**src/rtl/ts4231_pkg.sv**
```systemverilog
// ts4231_pkg: shared definitions for the TS4231 E-line pulse capture block.
//   - pclass_e : record classification codes (sweep / sync / saturated width)
//   - state_e  : capture FSM state encodings
//   - TS_W_DEF / WIDTH_W_DEF : default timestamp and width counter widths
package ts4231_pkg;

  localparam int TS_W_DEF    = 32;
  localparam int WIDTH_W_DEF = 16;

  typedef enum logic [1:0] {
    PCLASS_SWEEP = 2'd0,
    PCLASS_SYNC  = 2'd1,
    PCLASS_SAT   = 2'd2
  } pclass_e;

  typedef enum logic {
    ST_IDLE   = 1'b0,
    ST_ACTIVE = 1'b1
  } state_e;

endpackage

```
**src/rtl/ts4231_sync2.sv**
```systemverilog
// ts4231_sync2: two-flop synchronizer for an asynchronous single-bit input.
// Ports:
//   clk_i  - destination clock
//   rst_ni - asynchronous active-low reset; both flops reset to RST_VAL
//   d_i    - asynchronous input
//   q_o    - synchronized output (2-cycle latency)
module ts4231_sync2 #(
  parameter logic RST_VAL = 1'b1
) (
  input  logic clk_i,
  input  logic rst_ni,
  input  logic d_i,
  output logic q_o
);

  logic meta_q;
  logic sync_q;

  always_ff @(posedge clk_i or negedge rst_ni) begin
    if (!rst_ni) begin
      meta_q <= RST_VAL;
      sync_q <= RST_VAL;
    end else begin
      meta_q <= d_i;
      sync_q <= meta_q;
    end
  end

  assign q_o = sync_q;

endmodule

```
**src/rtl/ts4231_pulse_capture.sv**
```systemverilog
// ts4231_pulse_capture: timestamps and measures envelope pulses on the TS4231
// E line once the sensor is configured, and hands one record at a time
// downstream through a single-entry output buffer.
//
// Optional feature: define TS4231_PULSE_CLASS_EN to compute pulse_class from
// the final width (2 = saturated, 1 = width >= SYNC_MIN, 0 = sweep). Without
// it pulse_class is tied to 0.
//
// Ports:
//   clk_96MHz   - system clock
//   reset_n     - asynchronous active-low reset
//   configured  - capture enabled while high (sensor in WATCH state)
//   e_in        - raw E pad, asynchronous
//   pulse_valid - record available
//   pulse_ready - downstream accepts the record
//   pulse_start - timestamp of the synchronized leading edge
//   pulse_width - pulse length in cycles, saturating at all-ones
//   pulse_class - record class (see above)
//   drop_count  - records lost to a full buffer, saturating at 255
//   dbg_state   - current capture FSM state
//
// Handshake: a record transfers on any rising clock edge where pulse_valid
// and pulse_ready are both high. While pulse_valid is high and pulse_ready is
// low, the record fields are held stable. A new record may load in the same
// cycle the old one is accepted.
module ts4231_pulse_capture
  import ts4231_pkg::*;
#(
  parameter int   TS_W      = TS_W_DEF,
  parameter int   WIDTH_W   = WIDTH_W_DEF,
  parameter int   MIN_WIDTH = 8,
  parameter logic E_ACTIVE  = 1'b0,
  parameter int   SYNC_MIN  = 4800
) (
  input  logic               clk_96MHz,
  input  logic               reset_n,
  input  logic               configured,
  input  logic               e_in,
  output logic               pulse_valid,
  input  logic               pulse_ready,
  output logic [TS_W-1:0]    pulse_start,
  output logic [WIDTH_W-1:0] pulse_width,
  output logic [1:0]         pulse_class,
  output logic [7:0]         drop_count,
  output state_e             dbg_state
);

  logic e_sync;
  logic e_act;

  ts4231_sync2 #(.RST_VAL(~E_ACTIVE)) u_sync (
    .clk_i  (clk_96MHz),
    .rst_ni (reset_n),
    .d_i    (e_in),
    .q_o    (e_sync)
  );

  assign e_act = (e_sync == E_ACTIVE);

  state_e             state_q, state_d;
  logic [TS_W-1:0]    ts_q;
  logic [TS_W-1:0]    run_start_q, run_start_d;
  logic [WIDTH_W-1:0] width_q, width_d;
  logic               armed_q, armed_d;
  logic               emit;
  logic [31:0]        width_ext;

  logic               valid_q, valid_d;
  logic [TS_W-1:0]    buf_start_q;
  logic [WIDTH_W-1:0] buf_width_q;
  logic [7:0]         drop_q, drop_d;
  logic               load;

  assign width_ext = 32'(width_q);

  // Armed only after an inactive sample seen while configured, so a pulse
  // already in progress when configured rises is never captured half-way.
  always_comb begin
    state_d     = state_q;
    width_d     = width_q;
    run_start_d = run_start_q;
    emit        = 1'b0;
    armed_d     = configured & (armed_q | ~e_act);
    case (state_q)
      ST_IDLE: begin
        if (configured && armed_q && e_act) begin
          state_d     = ST_ACTIVE;
          width_d     = WIDTH_W'(1);
          run_start_d = ts_q;
        end
      end
      ST_ACTIVE: begin
        if (!configured) begin
          state_d = ST_IDLE;
        end else if (e_act) begin
          if (width_q != '1) width_d = width_q + 1'b1;
        end else begin
          state_d = ST_IDLE;
          emit    = (width_ext >= 32'(MIN_WIDTH));
        end
      end
      default: state_d = ST_IDLE;
    endcase
  end

  // Output buffer: load when empty or being drained this cycle.
  always_comb begin
    load    = emit && (!valid_q || pulse_ready);
    valid_d = valid_q;
    drop_d  = drop_q;
    if (valid_q && pulse_ready) valid_d = 1'b0;
    if (load) valid_d = 1'b1;
    if (emit && !load && drop_q != 8'hFF) drop_d = drop_q + 8'd1;
  end

  always_ff @(posedge clk_96MHz or negedge reset_n) begin
    if (!reset_n) begin
      state_q     <= ST_IDLE;
      ts_q        <= '0;
      run_start_q <= '0;
      width_q     <= '0;
      armed_q     <= 1'b0;
      valid_q     <= 1'b0;
      buf_start_q <= '0;
      buf_width_q <= '0;
      drop_q      <= '0;
    end else begin
      state_q     <= state_d;
      ts_q        <= ts_q + 1'b1;
      run_start_q <= run_start_d;
      width_q     <= width_d;
      armed_q     <= armed_d;
      valid_q     <= valid_d;
      drop_q      <= drop_d;
      if (load) begin
        buf_start_q <= run_start_q;
        buf_width_q <= width_q;
      end
    end
  end

`ifdef TS4231_PULSE_CLASS_EN
  pclass_e cls_new;
  pclass_e cls_q;

  always_comb begin
    cls_new = PCLASS_SWEEP;
    if (width_q == '1) cls_new = PCLASS_SAT;
    else if (width_ext >= 32'(SYNC_MIN)) cls_new = PCLASS_SYNC;
  end

  always_ff @(posedge clk_96MHz or negedge reset_n) begin
    if (!reset_n) cls_q <= PCLASS_SWEEP;
    else if (load) cls_q <= cls_new;
  end

  assign pulse_class = cls_q;
`else
  assign pulse_class = 2'b00;
`endif

  assign pulse_valid = valid_q;
  assign pulse_start = buf_start_q;
  assign pulse_width = buf_width_q;
  assign drop_count  = drop_q;
  assign dbg_state   = state_q;

endmodule

```
**config.mk**
```make
export PLATFORM = sky130hd
export DESIGN_NAME = ts4231_pulse_capture
export DESIGN_NICKNAME = d
export VERILOG_FILES = /design/src/rtl/ts4231_pkg.sv /design/src/rtl/ts4231_sync2.sv /design/src/rtl/ts4231_pulse_capture.sv
export SDC_FILE = /design/constraint.sdc
export NUM_CORES = 1
export LEC_CHECK = 0
export ABC_AREA = 1
export CORE_MARGIN = 2
export CORE_UTILIZATION = 57
export DETAILED_ROUTE_END_ITERATION = 6
export GPL_TIMING_DRIVEN = 0
export PLACE_DENSITY = 0.86
export SETUP_SLACK_MARGIN = 0.15
export SYNTH_ARGS = -nofsm -noshare
export SYNTH_HDL_FRONTEND = slang
export SYNTH_SLANG_ARGS = --single-unit
```
**constraint.sdc**
```tcl
create_clock -name clk_96MHz -period 2.1 [get_ports clk_96MHz]
set_input_delay 0.63 -clock clk_96MHz [delete_from_list [all_inputs] [get_ports clk_96MHz]]
set_output_delay 0.63 -clock clk_96MHz [all_outputs]
set_load 0.02 [all_outputs]
```
==> key figures, run 1 <==
Power
  – Max VDD drop: 0.000432 V
  – Tot Pwr: 6.28 mW
  – Leakage Power: 3.75 nW
  – P per Cell Area: 819 mW/mm2

Setup path
  – R2R Setup Slk: 0.29 ns
  – CP startpoint: dbg_state$_DFF_PN0_
  – Delay of the slowest critical-path stage: 0.46 ns
  – FF-to-FF End: width_q[1]$_DFFE_PN0P_
  – CP delay by family, top: flip-flops
  – Data arrival, critical path: 1.32 ns
  – Crit Path Max Fanout: 6
  – Cells on worst reg2reg path: 9
  – CP max-delay cell: dfrtp_2
  – Launching point of the worst reg2reg path: width_q[1]$_DFFE_PN0P_
  – CP Capture Type: output port
  – Required @ worst endpoint: 1.47 ns
  – End point of the critical path: dbg_state
  – Worst-path cell chain: dlygate4sd2_1
  – Stages on worst setup path: 1
  – Kind of critical path: reg -> out
  – CP Launch Type: flip-flop
  – WP buf/inv: 1

Placement
  – Post-DP HPWL: 10.6 mm
  – I/O Buffers: 62
  – GPL Wtd Cong: 0.929
  – Placement Setup Slack: -0.285 ns

STA
  – Clk_skew: 0.00600 ns
  – RSZ-0062 raised after global routing: true
  – Final period utilization: 0.928
  – Slew @ Worst Pin: 0.512 ns
  – Max Clk Rate: 0.513 GHz
  – Relative slew slack: 0.659
  – Final Hold Viols: 0
  – Final slew viol count: 0
  – Tmin final: 1.95 ns
  – Setup violation total in the final timing report: 0
  – Final WS setup: 0.151 ns

Route
  – Final wirelength: 15.2 mm
  – Vias: 5306
  – Avg WL per Cell: 15.4 um
  – Met3 routed WL: 778 um
  – Met2 wire length: 7.96 mm
  – DR top layer: met4
  – Number of vias per cell: 5.39
  – 1st-pass router iterations: 5
  – Drt initial violations: 374
  – Met1 WL: 6.06 mm
  – DR DRC count: 0
  – Antenna viol nets, final: 0

Floorplanning
  – Site Rows: 38
  – IO Pins: 65
  – Core area: 0.0108 mm2
  – Die width: 110 um
  – Die Y: 110 um
  – Die area: 0.0120 mm2
  – Initial core utilization: 0.586

Final layout
  – Layout cell share with drive strength beyond 1: 0.0994
  – Commonest non-fill, non-tap cell in the layout: nand2_1
  – Layout Nets: 841
  – Fill count: 798
  – Final core utilization: 0.707
  – ANT cells: 0
  – Area Growth Syn to Fin: 20.6%
  – Most frequent cells in the layout: 223 x nand2_1, 137 x dfrtp_1, 88 x inv_1

Clock tree
  – Clk sink count: 141
  – Reg clk slew, reported paths: 0.06 ns
  – CTS tree: built
  – Clock buffer depth: 2
  – Post-CTS Setup Inserts: 0
  – Cts bufs inserted: 17
  – Depth of the CTS H-tree: 4
  – Root Buffer: clkbuf_8
  – Worst-Skew Late Latency: 0.52 ns
  – Cts hold-fix bufs: 0

Synth
  – Synth warnings: 0
  – Post-synthesis register bit count: 141
  – Synthesized cell area: 0.00636 mm2
  – Avg Cell Area, Syn: 8.49 um2
  – Unique masters post-synth: 30
  – Cells after Synth: 749
  – Sequential-to-total area share from yosys stat: 0.556

Min path
  – Hold WC Path Type: in -> async

GRT
  – First-pass GRT wire length: 25.4 mm
  – All-Layer GR Usage: 0.277
  – Vias in the first global route: 5338
  – Antenna violations before repair: 0
  – Largest net degree at the start of global routing: 103
  – GRT Residual Overflow: 0

Run status
  – Status: completed

Job
  – Max_cap viols: 0
routing by layer:
layer,up-vias,GRT usage
li1,2505,-
met1,2587,0.333
met2,173,0.489
met3,41,0.0533
met4,0,0.111
met5,-,0
worst reg2reg max path, stage by stage, from the launching register on:
cell     delay (ns)
dfrtp_1        0.43
ha_2           0.27
nand2_1        0.10
nor2_2         0.12
nand2_2        0.10
nor2_4         0.11
nand3_2        0.10
nand2_4        0.16
buf_6          0.17
o21ai_0        0.10
cell type report:
| cell class | instances | area [um2] | share of cell area |
|---|---|---|---|
| plain buffers | 22 | 150 | 0.0196 |
| clock buffers | 20 | 455 | 0.0594 |
| clock inverters | 12 | 119 | 0.0155 |
| inverters | 91 | 342 | 0.0445 |
| multi-input cells | 496 | 2340 | 0.305 |
| flip-flops and latches | 141 | 3530 | 0.461 |
| well taps | 140 | 175 | 0.0228 |
| repair buffers | 63 | 552 | 0.0720 |
state kept, by name, indices dropped and copies added (netlist names):
name / flops
armed_q: 1
dbg_state: 1
drop_count: 8
pulse_start: 32
pulse_valid: 1
pulse_width: 16
run_start_q: 32
ts_q: 32
u_sync.meta_q: 1
u_sync.q_o: 1
width_q: 16
kinds of logic (layout without fill, tap and decap cells):
family | count (synthesis) | count (layout) | share of synthesized area
adder cells (fa/ha/maj) | 4 | 4 | 0.00787
AO/OA/AOI/OAI | 95 | 95 | 0.0778
flip-flops | 141 | 141 | 0.556
AND/OR/NAND/NOR | 362 | 362 | 0.236
other | 1 | 2 | 0.000590
buffers and inverters | 113 | 208 | 0.0772
XOR/XNOR | 33 | 33 | 0.0455
through the flow:
stage / instances / hold WS (ns) / area [um2] / setup TNS (ns)
global placement: 952 / 0.348 / 7160 / -689.79
global route: 985 / 0.0155 / 7670 / 0
finish: 985 / 0.00887 / 7670 / 0
detailed placement: 953 / 0.356 / 7180 / -11.21
floorplan: 750 / 0.334 / 6360 / 0
CTS: 985 / 0.00753 / 7690 / 0
worst min-delay path by stage:
stage | from | endpoint | slack (ns)
2_1_floorplan | reset_n | armed_q$_DFF_PN0_ | 0.33
3_3_place_gp | u_sync.meta_q$_DFF_PN1_ | u_sync.q_o$_DFF_PN1_ | 0.35
3_5_place_dp | u_sync.meta_q$_DFF_PN1_ | u_sync.q_o$_DFF_PN1_ | 0.36
4_1_cts | reset_n | pulse_width[10]$_DFFE_PN0P_ | 0.008
5_1_grt | reset_n | pulse_width[10]$_DFFE_PN0P_ | 0.02
6_report | reset_n | width_q[11]$_DFFE_PN0P_ | 0.009
what timing repair did:
action	4_1_cts	5_1_grt
resized for setup	61	17
endpoints found under the setup margin	58	31
pin swaps	0	0
where the power goes:
group          internal [mW]  total (mW)  switching, mW
Combinational          0.147       0.446          0.299
Clock                   1.77        2.89           1.12
Sequential              2.86        2.94         0.0858
cells in the mapped netlist (all sizes together):
| cell type | n | area share |
|---|---|---|
| inv | 91 | 0.054 |
| nand2 | 226 | 0.14 |
| nand4 | 8 | 0.0079 |
| dfrtp | 139 | 0.55 |
| nor3b | 1 | 0.0012 |
| dfstp | 2 | 0.0083 |
| nor3 | 17 | 0.014 |
| xor2 | 29 | 0.040 |
| nor2 | 75 | 0.048 |
| nand3 | 35 | 0.029 |
| a21oi | 10 | 0.0079 |
| xnor2 | 4 | 0.0055 |
| conb | 1 | 0.00059 |
| o21ai | 85 | 0.070 |
| clkbuf | 8 | 0.0051 |
| buf | 14 | 0.018 |
| ha | 4 | 0.0079 |
No activity file was read; power rests on OpenSTA's default activity.
==> run 2, diff against run 1 <==
--- a/config.mk
+++ b/config.mk
@@ -7,10 +7,11 @@
 export LEC_CHECK = 0
 export ABC_AREA = 1
 export CORE_MARGIN = 2
-export CORE_UTILIZATION = 57
+export CORE_UTILIZATION = 28
 export DETAILED_ROUTE_END_ITERATION = 6
 export GPL_TIMING_DRIVEN = 0
-export PLACE_DENSITY = 0.86
+export MAX_ROUTING_LAYER = met4
+export PLACE_DENSITY = 0.51
 export SETUP_SLACK_MARGIN = 0.15
 export SYNTH_ARGS = -nofsm -noshare
 export SYNTH_HDL_FRONTEND = slang
==> run 2 against run 1 <==
  * Critical path depth stayed put
  * Final area rose by 3.8%
  * Global-route usage fell by 13 points
  * Register-to-register slack about the same
  * Final cell count is 15% higher
  * Clock skew grew 0.0035 ns
  * Via count down 7.5%
  * Combinational power is essentially flat
  * Core utilization down 35 points
  * Sequential power is essentially flat
  * Power up 5.6%
  * Critical path type unchanged
==> key figures, run 2 (same netlist as run 1, synthesis figures left out) <==
Run status
  – Status: completed (unchanged)

Setup path
  – Data arrival, critical path: 1.24 ns (was 1.32 ns)
  – Launching point of the worst reg2reg path: width_q[0]$_DFFE_PN0P_ (was width_q[1]$_DFFE_PN0P_)
  – Required @ worst endpoint: 1.47 ns (about the same)
  – R2R Setup Slk: 0.30 ns (was 0.29 ns)
  – WP buf/inv: 1 (unchanged)
  – CP startpoint: dbg_state$_DFF_PN0_ (unchanged)
  – Cells on worst reg2reg path: 9 (unchanged)
  – Stages on worst setup path: 1 (unchanged)
  – Kind of critical path: reg -> out (unchanged)
  – End point of the critical path: dbg_state (unchanged)
  – Worst-path cell chain: dlygate4sd2_1 (unchanged)
  – FF-to-FF End: width_q[1]$_DFFE_PN0P_ (unchanged)
  – CP Launch Type: flip-flop (unchanged)
  – CP delay by family, top: flip-flops (unchanged)
  – Delay of the slowest critical-path stage: 0.47 ns (was 0.46 ns)
  – Crit Path Max Fanout: 6 (unchanged)
  – CP Capture Type: output port (unchanged)
  – CP max-delay cell: dfrtp_2 (unchanged)

Final layout
  – ANT cells: 0 (unchanged)
  – FF+latch area: 0.00353 mm2 (about the same)
  – Fin area: 0.00796 mm2 (was 0.00767 mm2)
  – Commonest non-fill, non-tap cell in the layout: nand2_1 (unchanged)
  – Layout cell share with drive strength beyond 1: 0.0900 (was 0.0994)
  – Area Growth Syn to Fin: 25.2% (was 20.6%)
  – Final core utilization: 0.355 (was 0.707)
  – Fill count: 2367 (was 798)
  – Non-filler cells, final: 1129 (was 985)
  – Multi-input combinational cell area: 0.00235 mm2 (was 0.00234 mm2)
  – Most frequent cells in the layout: 223 x nand2_1, 138 x dfrtp_1, 88 x inv_1 (was 223 x nand2_1, 137 x dfrtp_1, 88 x inv_1)
  – Layout Nets: 841 (unchanged)

STA
  – Final period utilization: 0.891 (was 0.928)
  – Final WS setup: 0.230 ns (was 0.151 ns)
  – Tmin final: 1.87 ns (was 1.95 ns)
  – Relative slew slack: 0.610 (was 0.659)
  – Final Hold Viols: 0 (unchanged)
  – Slew @ Worst Pin: 0.585 ns (was 0.512 ns)
  – Final slew viol count: 0 (unchanged)
  – Clk_skew: 0.00951 ns (was 0.00600 ns)
  – Setup violation total in the final timing report: 0 (unchanged)
  – RSZ-0062 raised after global routing: false (was true)
  – Max Clk Rate: 0.535 GHz (was 0.513 GHz)

Power
  – Max VDD drop: 0.000445 V (was 0.000432 V)
  – Leakage Power: 3.81 nW (was 3.75 nW)
  – P per Cell Area: 833 mW/mm2 (was 819 mW/mm2)

Job
  – Max_cap viols: 0 (unchanged)

Placement
  – GPL Wtd Cong: 0.895 (was 0.929)
  – Dpl cells: 1098 (was 953)
  – Area after DPL: 0.00737 mm2 (was 0.00718 mm2)
  – I/O Buffers: 62 (unchanged)
  – Placement Setup Slack: -0.358 ns (was -0.285 ns)
  – Post-DP HPWL: 11.4 mm (was 10.6 mm)

Route
  – Vias: 4910 (was 5306)
  – Antenna viol nets, final: 0 (unchanged)
  – Final wirelength: 15.4 mm (was 15.2 mm)
  – Avg WL per Cell: 13.6 um (was 15.4 um)
  – Number of vias per cell: 4.35 (was 5.39)
  – DR DRC count: 0 (unchanged)
  – Drt initial violations: 233 (was 374)
  – 1st-pass router iterations: 4 (was 5)

GRT
  – Antenna violations before repair: 0 (unchanged)
  – GRT Residual Overflow: 0 (unchanged)
  – First-pass GRT wire length: 26.1 mm (was 25.4 mm)
  – Largest net degree at the start of global routing: 84 (was 103)
  – Vias in the first global route: 5034 (was 5338)
  – All-Layer GR Usage: 0.143 (was 0.277)

Floorplanning
  – Initial core utilization: 0.283 (was 0.586)
  – Die width: 155 um (was 110 um)
  – Die Y: 155 um (was 110 um)
  – Die area: 0.0239 mm2 (was 0.0120 mm2)
  – Site Rows: 55 (was 38)
  – IO Pins: 65 (unchanged)
  – Core area: 0.0224 mm2 (was 0.0108 mm2)

Clock tree
  – Cts bufs inserted: 17 (unchanged)
  – Reg clk slew, reported paths: 0.06 ns (about the same)
  – Cts hold-fix bufs: 0 (unchanged)
  – Depth of the CTS H-tree: 4 (unchanged)
  – Clk sink count: 141 (unchanged)
  – Root Buffer: clkbuf_16 (was clkbuf_8)
  – Post-CTS Setup Inserts: 0 (unchanged)
  – Clock buffer depth: 2 (unchanged)
  – CTS tree: built (unchanged)
  – Worst-Skew Late Latency: 0.42 ns (was 0.52 ns)

Min path
  – Hold WC Path Type: in -> async (unchanged)
==> run 2: repair_timing <==
item,in CTS,in global routing
setup endpoints to repair,68,55
gates resized for setup,60,7
cloned,0,0
pin swaps,0,0
==> run 2: power by group <==
group	leakage (nW)	switching (mW)	internal, mW
clock network	0.312	1.14	2.11
registers	1.90	0.0809	2.86
logic	1.60	0.296	0.147
==> run 2: per-stage QoR <==
| stage | setup TNS [ns] | total power [mW] | hold WS (ns) |
|---|---|---|---|
| 5_1_grt | 0 | 6.91 | 0.213 |
| 4_1_cts | 0 | 6.72 | 0.199 |
| 6_report | 0 | 6.63 | 0.184 |
| 2_1_floorplan | 0 | 3.21 | 0.334 |
| 3_5_place_dp | -14.79 | 3.49 | 0.354 |
| 3_3_place_gp | -786.53 | 3.48 | 0.346 |
==> run 2: how the worst min path moves through the flow <==
stage / start / to / slack [ns] / cells past startpoint
floorplan: reset_n / armed_q$_DFF_PN0_ / 0.33 / 0
global placement: u_sync.meta_q$_DFF_PN1_ / u_sync.q_o$_DFF_PN1_ / 0.35 / 0
detailed placement: u_sync.meta_q$_DFF_PN1_ / u_sync.q_o$_DFF_PN1_ / 0.35 / 0
CTS: reset_n / pulse_width[8]$_DFFE_PN0P_ / 0.20 / 1
global route: reset_n / width_q[11]$_DFFE_PN0P_ / 0.21 / 1
finish: reset_n / pulse_width[8]$_DFFE_PN0P_ / 0.18 / 1
==> run 2: area by class of cell <==
cell class,instances,share of cell area
Clock buffer,22,0.0609
Sequential cell,141,0.444
Buffer,22,0.0192
Multi-Input combinational cell,496,0.296
Timing Repair Buffer,63,0.0725
Clock inverter,9,0.0200
Tap cell,285,0.0448
Inverter,91,0.0429
==> run 2: per-layer routing <==
| layer | up-vias | share of wire | routed length (um) | global-route usage |
|---|---|---|---|---|
| li1 | 2526 | - | - | - |
| met1 | 2313 | 0.47 | 7230 | 0.176 |
| met2 | 56 | 0.49 | 7520 | 0.234 |
| met3 | 15 | 0.027 | 414 | 0.0350 |
| met4 | 0 | 0.014 | 212 | 0.0441 |
| met5 | - | 0 | 0 | - |
==> run 2: worst reg2reg max path, delay by kind of cell (launching register included) <==
family | cells | cell delay, ns
AOI/OAI and AO/OA | 1 | 0.09
adders and majority gates | 1 | 0.28
buffers and inverters | 1 | 0.16
DFF | 1 | 0.46
and+or+nand+nor | 6 | 0.69
